[config.mk]
export PLATFORM = sky130hd
export DESIGN_NAME = io_output_bank_flat
export DESIGN_NICKNAME = d
export VERILOG_FILES = /design/src/rtl/io_output_bank_if.sv /design/src/rtl/io_output_bank.sv /design/src/flat_wrapper.sv
export SDC_FILE = /design/constraint.sdc
export NUM_CORES = 1
export LEC_CHECK = 0
export ABC_AREA = 1
export ABC_CLOCK_PERIOD_IN_PS = 1700
export BUFFER_PORTS_ARGS = -buffer_cell sky130_fd_sc_hd__clkbuf_2
export CORE_AREA = 2 2 124 126
export CTS_CLUSTER_DIAMETER = 120
export DETAILED_ROUTE_END_ITERATION = 12
export DIE_AREA = 0 0 126 128
export PLACE_DENSITY = 0.84
export SETUP_SLACK_MARGIN = 0.15
export SLEW_MARGIN = 20
export SYNTH_ARGS = -nofsm -noshare
export SYNTH_HDL_FRONTEND = slang
export SYNTH_SLANG_ARGS = --single-unit
[constraint.sdc]
create_clock -name io_clk -period 1.7 [get_ports io_clk]
set_clock_uncertainty 0.1 [all_clocks]
set_input_delay 0.34 -clock io_clk [delete_from_list [all_inputs] [get_ports io_clk]]
set_output_delay 0.34 -clock io_clk [all_outputs]
set_load 0.05 [all_outputs]
[src/rtl/io_output_bank_if.sv]
// Data-memory-side bus for the output port bank: address, write data,
// byte enables, read/write strobes and the registered readback.
interface io_output_bank_if #(
   parameter int DATA_W = 32
);
   logic [31:0]         addr;
   logic [31:0]         datain;
   logic [DATA_W/8-1:0] byte_en;
   logic                write_io_enable;
   logic                read_io_enable;
   logic [DATA_W-1:0]   io_read_data;

   modport master (
      output addr, datain, byte_en, write_io_enable, read_io_enable,
      input  io_read_data
   );

   modport slave (
      input  addr, datain, byte_en, write_io_enable, read_io_enable,
      output io_read_data
   );
endinterface

[src/rtl/io_output_bank.sv]
// Memory-mapped output port bank. NPORTS registers of DATA_W bits at word
// indices BASE_IDX.., written with byte enables in one of four modes
// (write/set/clear/toggle, chosen by addr[9:8]), with registered
// read-before-write readback and a one-cycle update pulse per port.
module io_output_bank #(
   parameter int          DATA_W    = 32,
   parameter int          NPORTS    = 3,
   parameter int          BASE_IDX  = 32,
   parameter logic [31:0] RESET_VAL = '0
) (
   input  logic                     io_clk,
   input  logic                     resetn,
   io_output_bank_if.slave          bus,
   output logic [NPORTS*DATA_W-1:0] out_ports,
   output logic [NPORTS-1:0]        port_updated
);

   localparam int LANES = DATA_W / 8;

   typedef enum logic [1:0] {
      MODE_WRITE  = 2'b00,
      MODE_SET    = 2'b01,
      MODE_CLEAR  = 2'b10,
      MODE_TOGGLE = 2'b11
   } mode_e;

   logic [NPORTS-1:0][DATA_W-1:0] port_q;
   logic [NPORTS-1:0]             sel;
   logic [DATA_W-1:0]             mask;
   logic [DATA_W-1:0]             wdata;
   logic [DATA_W-1:0]             rd_mux;
   logic [DATA_W-1:0]             rd_q;
   logic [6:0]                    word;
   mode_e                         mode;

   assign word  = {1'b0, bus.addr[7:2]};
   assign mode  = mode_e'(bus.addr[9:8]);
   assign wdata = bus.datain[DATA_W-1:0];

   // Address bits outside the word/mode fields carry no meaning here.
   logic unused_addr;
   assign unused_addr = ^{bus.addr[31:10], bus.addr[1:0]};

   generate
      if (DATA_W < 32) begin : g_unused_hi
         logic unused_hi;
         assign unused_hi = ^bus.datain[31:DATA_W];
      end
   endgenerate

   // Expand each byte enable into an 8-bit lane of the write mask.
   genvar l;
   generate
      for (l = 0; l < LANES; l++) begin : g_mask
         assign mask[l*8 +: 8] = {8{bus.byte_en[l]}};
      end
   endgenerate

   // One-hot port select; an address outside the bank selects nothing.
   always_comb begin
      sel = '0;
      for (int p = 0; p < NPORTS; p++)
         sel[p] = (word == 7'(BASE_IDX + p));
   end

   // Readback mux of current (pre-write) contents; a miss reads zero.
   always_comb begin
      rd_mux = '0;
      for (int p = 0; p < NPORTS; p++)
         if (sel[p]) rd_mux = port_q[p];
   end

   function automatic logic [DATA_W-1:0] apply_mode(
      input mode_e             md,
      input logic [DATA_W-1:0] old,
      input logic [DATA_W-1:0] d,
      input logic [DATA_W-1:0] m
   );
      logic [DATA_W-1:0] dm;
      dm = d & m;
      case (md)
         MODE_WRITE: apply_mode = (old & ~m) | dm;
         MODE_SET:   apply_mode = old | dm;
         MODE_CLEAR: apply_mode = old & ~dm;
         default:    apply_mode = old ^ dm;
      endcase
   endfunction

   // Port registers and update pulses; a hit always pulses, even with an
   // empty mask, because the write was accepted.
   always_ff @(posedge io_clk or negedge resetn) begin
      if (!resetn) begin
         for (int p = 0; p < NPORTS; p++)
            port_q[p] <= RESET_VAL[DATA_W-1:0];
         port_updated <= '0;
      end else begin
         for (int p = 0; p < NPORTS; p++) begin
            port_updated[p] <= bus.write_io_enable & sel[p];
            if (bus.write_io_enable && sel[p])
               port_q[p] <= apply_mode(mode, port_q[p], wdata, mask);
         end
      end
   end

   // Registered readback; holds when no read is strobed.
   always_ff @(posedge io_clk or negedge resetn) begin
      if (!resetn)                 rd_q <= '0;
      else if (bus.read_io_enable) rd_q <= rd_mux;
   end

   assign bus.io_read_data = rd_q;
   assign out_ports        = port_q;

endmodule

[src/flat_wrapper.sv]
// flat-port wrapper written by rule: the top's interface ports become plain ports
module io_output_bank_flat 
#(
   parameter int          DATA_W    = 32,
   parameter int          NPORTS    = 3,
   parameter int          BASE_IDX  = 32,
   parameter logic [31:0] RESET_VAL = '0
)
  (io_clk, resetn, out_ports, port_updated, bus_addr, bus_datain, bus_byte_en, bus_write_io_enable, bus_read_io_enable, bus_io_read_data);
  io_output_bank_if #(.DATA_W(DATA_W)) bus_i ();
  input  logic io_clk;
  input  logic resetn;
  output logic [NPORTS*DATA_W-1:0] out_ports;
  output logic [NPORTS-1:0] port_updated;
  input wire logic [$bits(bus_i.addr)-1:0] bus_addr;
  input wire logic [$bits(bus_i.datain)-1:0] bus_datain;
  input wire logic [$bits(bus_i.byte_en)-1:0] bus_byte_en;
  input wire logic [$bits(bus_i.write_io_enable)-1:0] bus_write_io_enable;
  input wire logic [$bits(bus_i.read_io_enable)-1:0] bus_read_io_enable;
  output wire logic [$bits(bus_i.io_read_data)-1:0] bus_io_read_data;
  assign bus_i.addr = bus_addr;
  assign bus_i.datain = bus_datain;
  assign bus_i.byte_en = bus_byte_en;
  assign bus_i.write_io_enable = bus_write_io_enable;
  assign bus_i.read_io_enable = bus_read_io_enable;
  assign bus_io_read_data = bus_i.io_read_data;
  io_output_bank #(.DATA_W(DATA_W), .NPORTS(NPORTS), .BASE_IDX(BASE_IDX), .RESET_VAL(RESET_VAL)) u_core (.io_clk(io_clk), .resetn(resetn), .bus(bus_i), .out_ports(out_ports), .port_updated(port_updated));
endmodule
==> results of run 1 <==
[final cells by class]
cell class | instances | share of cell area
multi-input combinational | 933 | 0.451
sequential | 131 | 0.301
timing repair buffer | 222 | 0.164
clock buffer | 26 | 0.0474
tap | 188 | 0.0215
inverter | 24 | 0.00823
clock inverter | 4 | 0.00640
[per-stage QoR]
stage	setup TNS, ns	hold WS, ns	area [um^2]	total power [mW]	setup WS (ns)
after global placement	-1.35	0.173	9900	5.29	-0.0506
final	0	0.267	11000	9.24	0.167
after floorplan	0	-0.0556	8630	4.74	0.218
after global routing	0	0.294	11000	9.56	0.136
after CTS	0	0.257	10900	9.19	0.136
after detailed placement	-3.63	0.170	9900	5.35	-0.101
[synth_stat cells]
cell | number | share of area
nand3_1 | 82 | 0.048
nor2_2 | 3 | 0.0022
nor2_4 | 5 | 0.0065
o21ai_1 | 12 | 0.0070
nand4_1 | 32 | 0.023
buf_2 | 24 | 0.014
buf_6 | 6 | 0.0078
nand2_2 | 4 | 0.0029
inv_1 | 19 | 0.0083
o211ai_1 | 81 | 0.070
dfrtp_1 | 131 | 0.38
clkbuf_1 | 27 | 0.012
nor2_1 | 81 | 0.035
o21ai_0 | 18 | 0.010
buf_4 | 5 | 0.0044
inv_2 | 5 | 0.0022
nand2_1 | 519 | 0.23
buf_1 | 3 | 0.0013
ha_1 | 96 | 0.14
[power by group through the flow]
stage / logic [mW] / clock network, mW / registers (mW)
4_1_cts: 1.97 / 3.72 / 3.49
3_5_place_dp: 1.82 / 0 / 3.54
2_1_floorplan: 0.681 / 0 / 4.05
5_1_grt: 2.16 / 3.87 / 3.53
3_3_place_gp: 1.75 / 0 / 3.54
6_report: 1.99 / 3.73 / 3.51
[state kept, by name, summed over array words and instances, names as in the netlist]
signal                   cells
u_core.out_ports            96
u_core.port_updated          3
u_core.bus.io_read_data     32
[cells by family after synthesis]
logic type                 after synthesis
DFF                                    131
adders and majority gates               96
AOI/OAI and AO/OA                      111
buffers and inverters                   89
and+or+nand+nor                        726
[timing repair]
item	CTS	global route
endpoints found under the hold margin	30	0
endpoints found under the setup margin	96	67
hold buffers	1	0
setup buffers	0	0
gates resized for setup	124	72
[routing by layer]
metal,GRT usage,share of wire,vias up
met1,0.446,0.39,4322
li1,-,-,4215
met2,0.559,0.48,582
met4,0.156,0.029,0
met3,0.0647,0.10,78
met5,0,0,-
[worst min-delay path by stage]
stage / from / end / slack, ns / depth (start not counted)
final: bus_datain[26] / u_core.out_ports[58]$_DFFE_PN0P_ / 0.27 / 5
after floorplan: resetn / u_core.bus.io_read_data[0]$_DFFE_PN0P_ / -0.06 / 0
after detailed placement: resetn / u_core.bus.io_read_data[27]$_DFFE_PN0P_ / 0.17 / 1
after global placement: resetn / u_core.port_updated[2]$_DFF_PN0_ / 0.17 / 1
after global routing: bus_datain[27] / u_core.out_ports[91]$_DFFE_PN0P_ / 0.29 / 5
after CTS: bus_datain[26] / u_core.out_ports[58]$_DFFE_PN0P_ / 0.26 / 5
==> flow_summary_export.csv, run 1 <==
group,metric,value,unit
sta,final-hold-violation-count,0,
global_routing,gr-total-overflow,0,
setup_path,r2r-start,"u_core.out_ports[73]$_DFFE_PN0P_",
synthesis,synth_mux_area_frac,0,
routing,drt-initial-drc-count,868,
placed_design,dp.cells,1497,
die,dieArea,16100,um^2
routing,routed-via-count,9197,
outcome,status,"completed",
synthesis,synthAdderAreaFrac,0.139,
placed_design,dp_hpwl,17700,um
sta,period_needed,1.53,ns
setup_path,worstPathArrival,1.09,ns
clock_network,clk_pin_slew,0.06,ns
power_and_ir_drop,p_int,6.31,mW
final_layout,syn2layout_area_growth,26.9,%
setup_path,max_stage_delay,0.44,ns
final_layout,drive_above_1_share,0.210,
sta,rsz0062_at_grt,"yes",
sta,min_period_over_period,0.902,
setup_path,crit_path_end,"out_ports[0]",
synthesis,synth_cell_types,19,
global_routing,grt_max_degree,65,
routing,ant_nets,0,
power_and_ir_drop,p_comb_frac,0.216,
setup_path,cp_slowest_cell,"dfrtp_1",
global_routing,antenna_found_initial,0,
die,die_h,128,um
die,fp.coreArea,14900,um^2
final_layout,final_common_cell,"nand2_1",
setup_path,r2r_cells,4,
synthesis,ys_seq_elements,131,
clock_network,htreeDepth,4,
sta,setup_viol,0,
synthesis,synth_compound_area_frac,0.0879,
routing,wl_per_cell,17.9,um
clock_network,cts_tree,"yes",
power_and_ir_drop,p_clk_frac,0.404,
die,row_count,45,
power_and_ir_drop,leakage,5.92,nW
run,max_cap_viol_count,0,
setup_path,cp_max_fo,4,
routing,wl,27300,um
clock_network,cts_buffer_depth,2,
setup_path,path_class,"flip-flop to output pin",
routing,firstDrtPassIters,8,
sta,fmax,653,MHz
die,die_x,126,um
min_path,hold_class,"input port to flip-flop",
global_routing,grt_pass1_vias,8883,
final_layout,nFillCells,1089,
power_and_ir_drop,p_per_area,844,nW/um^2
final_layout,seqCellArea,3300,um^2
final_layout,antennaDiodeCount,0,
sta,slew_violations,0,
clock_network,clk_latency,0.43,ns
synthesis,synth_warnings,0,
routing,routed_via_density,6.02,
clock_network,cts_root_buffer,"clkbuf_16",
final_layout,final_cell_mix,"nand2_1, dfrtp_1, ha_1, o211ai_1, nand3_1",
setup_path,cp_num_cells,1,
synthesis,synth_top_family_by_area,"simple AND/OR/NAND/NOR gates",
final_layout,utilization,0.737,
power_and_ir_drop,power_frac_seq,0.380,
sta,worst_slew_pin_slew,0.452,ns
synthesis,yosysSeqAreaShare,0.380,
synthesis,synth_xor_xnor_area_share,0,
synthesis,synthSimpleGateAreaFrac,0.343,
setup_path,r2r_end,"u_core.out_ports[73]$_DFFE_PN0P_",
final_layout,nNetsFinal,1497,
setup_path,path_cells,"clkbuf_8",
synthesis,syn-num-nets,1321,
setup_path,path_buf_inv,1,
die,initial_core_util,0.580,
routing,drc,0,
power_and_ir_drop,p_sw,2.93,mW
synthesis,syn-mean-instance-area,7.48,um^2
synthesis,syn-instance-count,1153,
final_layout,multiInputGateArea,4940,um^2
power_and_ir_drop,max-vdd-ir-drop,0.000737,V
global_routing,grt_pass1_wl,44100,um
placed_design,port_buffers,178,
clock_network,cts.sinks,131,
setup_path,cp-end-kind,"output pin",
sta,slew-limit-headroom,0.699,
power_and_ir_drop,switching_share,0.317,
placed_design,place.gp.congestion,0.853,
final_layout,instances_no_fill,1528,
clock_network,cts_buffers,17,
die,ios,203,
setup_path,crit_family,"flip-flops",
setup_path,worst_ep_required_time,1.26,ns
setup_path,startpoint_type,"flip-flop",
synthesis,netlist_area,8630,um^2
setup_path,r2r_slack,0.41,ns
global_routing,track_usage,0.342,
setup_path,crit_start,"u_core.out_ports[0]$_DFFE_PN0P_",
Power figures use the tool's default switching activity.
==> run 2, diff against run 1 <==
- CORE_AREA: 2 2 124 126 -> 2 2 150 152
- DIE_AREA: 0 0 126 128 -> 0 0 152 154
- PLACE_DENSITY: 0.84 -> 0.6
==> run 2 against run 1 <==
  * Clock-buffer cell count fell by 6
  * Worst setup slack worse by 0.0031 ns
  * Worst hold slack got worse by 0.0074 ns
  * Sequential share of layout area down 1.0 points
  * Global-route usage down 11 points
  * Power grew 6.6%
  * First-iteration DRC count down 30%
  * Combinational power about the same
==> flow_summary_export.csv, run 2 (synthesis gave the netlist of run 1 again) <==
group,metric,value,unit
routing,routed-via-count,8608,
sta,min_period_over_period,0.903,
global_routing,track_usage,0.236,
clock_network,cts_tree,"yes",
sta,holdWs,0.259,ns
setup_path,cp_max_fo,4,
sta,setup_viol,0,
global_routing,grt_pass1_vias,8011,
sta,rsz0062_at_grt,"yes",
sta,worst_slew_pin_slew,0.524,ns
routing,firstDrtPassIters,5,
final_layout,largest_reg_flops,96,
clock_network,cts.sinks,131,
global_routing,grt_pass1_wl,44000,um
setup_path,worst_ep_required_time,1.26,ns
sta,period_needed,1.54,ns
placed_design,place.gp.congestion,0.786,
sta,slew_violations,0,
final_layout,nFillCells,2063,
sta,fmax,651,MHz
placed_design,port_buffers,178,
die,die_x,152,um
final_layout,seqCellArea,3310,um^2
global_routing,gr-total-overflow,0,
final_layout,final_cell_mix,"nand2_1, dfrtp_1, ha_1, o211ai_1, nand3_1",
clock_network,cts_root_buffer,"clkbuf_16",
die,ios,203,
sta,final-hold-violation-count,0,
clock_network,clk_latency,0.43,ns
run,max_cap_viol_count,0,
routing,wl_per_cell,17.1,um
setup_path,crit_family,"flip-flops",
final_layout,antennaDiodeCount,0,
power_and_ir_drop,leakage,6.02,nW
routing,routed_via_density,5.28,
final_layout,multiInputGateArea,4950,um^2
setup_path,path_buf_inv,1,
clock_network,cts_buffer_depth,2,
routing,drc,0,
die,dieArea,23400,um^2
final_layout,nNetsFinal,1504,
power_and_ir_drop,total_power,9.85,mW
final_layout,final_common_cell,"nand2_1",
setup_path,startpoint_type,"flip-flop",
setup_path,cp_slowest_cell,"dfrtp_1",
min_path,hold_class,"input port to flip-flop",
clock_network,htreeDepth,4,
setup_path,worstPathArrival,1.10,ns
setup_path,cp-end-kind,"output pin",
sta,slew-limit-headroom,0.651,
power_and_ir_drop,max-vdd-ir-drop,0.000635,V
outcome,status,"completed",
routing,ant_nets,0,
setup_path,max_stage_delay,0.43,ns
die,row_count,54,
global_routing,grt_max_degree,65,
clock_network,clk_pin_slew,0.06,ns
placed_design,dp_hpwl,18900,um
setup_path,path_class,"flip-flop to output pin",
routing,drt-initial-drc-count,609,
clock_network,cts_buffers,17,
global_routing,antenna_found_initial,2,
die,fp.coreArea,21700,um^2
die,initial_core_util,0.398,
final_layout,drive_above_1_share,0.228,
routing,wl,27800,um
die,die_h,154,um
final_layout,syn2layout_area_growth,32.2,%
power_and_ir_drop,p_per_area,864,nW/um^2
setup_path,path_cells,"buf_4",
## run 2: cell count changes in the layout (fill, tap and decap cells not counted), sizes merged
cell	before	now
clkbuf	149	154
buf	98	94
bufinv	2	6
clkinvlp	0	2
clkinv	2	3
inv	24	25
## run 2: final timing paths
path | to | slack, ns | depth (start not counted) | start
max in group asynchronous | u_core.out_ports[20]$_DFFE_PN0P_ | 0.67 | 3 | resetn
min in group asynchronous | u_core.out_ports[59]$_DFFE_PN0P_ | 0.30 | 2 | resetn
hold reg to reg | u_core.bus.io_read_data[3]$_DFFE_PN0P_ | 0.38 | 2 | u_core.bus.io_read_data[3]$_DFFE_PN0P_
hold / removal | u_core.out_ports[59]$_DFFE_PN0P_ | 0.26 | 5 | bus_datain[27]
setup / recovery | out_ports[61] | 0.16 | 1 | u_core.out_ports[61]$_DFFE_PN0P_
setup reg to reg | u_core.out_ports[40]$_DFFE_PN0P_ | 0.38 | 5 | u_core.out_ports[40]$_DFFE_PN0P_
## run 2: through the flow
stage	setup TNS, ns	setup slack, ns	std cells	instance area [um^2]	util
2_1_floorplan	0	0.218	1153	8630	-
3_3_place_gp	-3.53	-0.106	1593	10100	0.465
3_5_place_dp	-4.65	-0.129	1593	10100	0.465
4_1_cts	0	0.103	1627	11400	0.523
5_1_grt	0	0.130	1629	11400	0.526
6_report	0	0.164	1629	11400	0.526
## run 2: area by class of cell
cell class | instances | area share
Multi-Input combinational cell | 933 | 0.434
Inverter | 24 | 0.00790
Clock inverter | 12 | 0.0199
Sequential cell | 131 | 0.291
Tap cell | 280 | 0.0307
Clock buffer | 20 | 0.0400
Timing Repair Buffer | 229 | 0.177
## run 2: timing repair
| action | CTS | global route |
|---|---|---|
| buffers inserted | 1 | 2 |
| resized for setup | 156 | 69 |
| hold buffers | 1 | 0 |
| setup endpoints to repair | 97 | 67 |
| hold endpoints to repair | 30 | 0 |
## run 2: metal layers
layer / vias to the layer above / routed length (um) / track usage
li1: 4218 / - / -
met1: 4056 / 12800 / 0.321
met2: 286 / 12600 / 0.375
met3: 46 / 1750 / 0.0474
met4: 2 / 627 / 0.0823
met5: - / 13 / 0
## run 2: power breakdown
| group | switching, mW | leakage (nW) | internal (mW) | total (mW) |
|---|---|---|---|---|
| logic | 1.33 | 3.93 | 0.689 | 2.02 |
| registers | 0.220 | 1.76 | 3.29 | 3.51 |
| clock network | 1.49 | 0.327 | 2.84 | 4.32 |
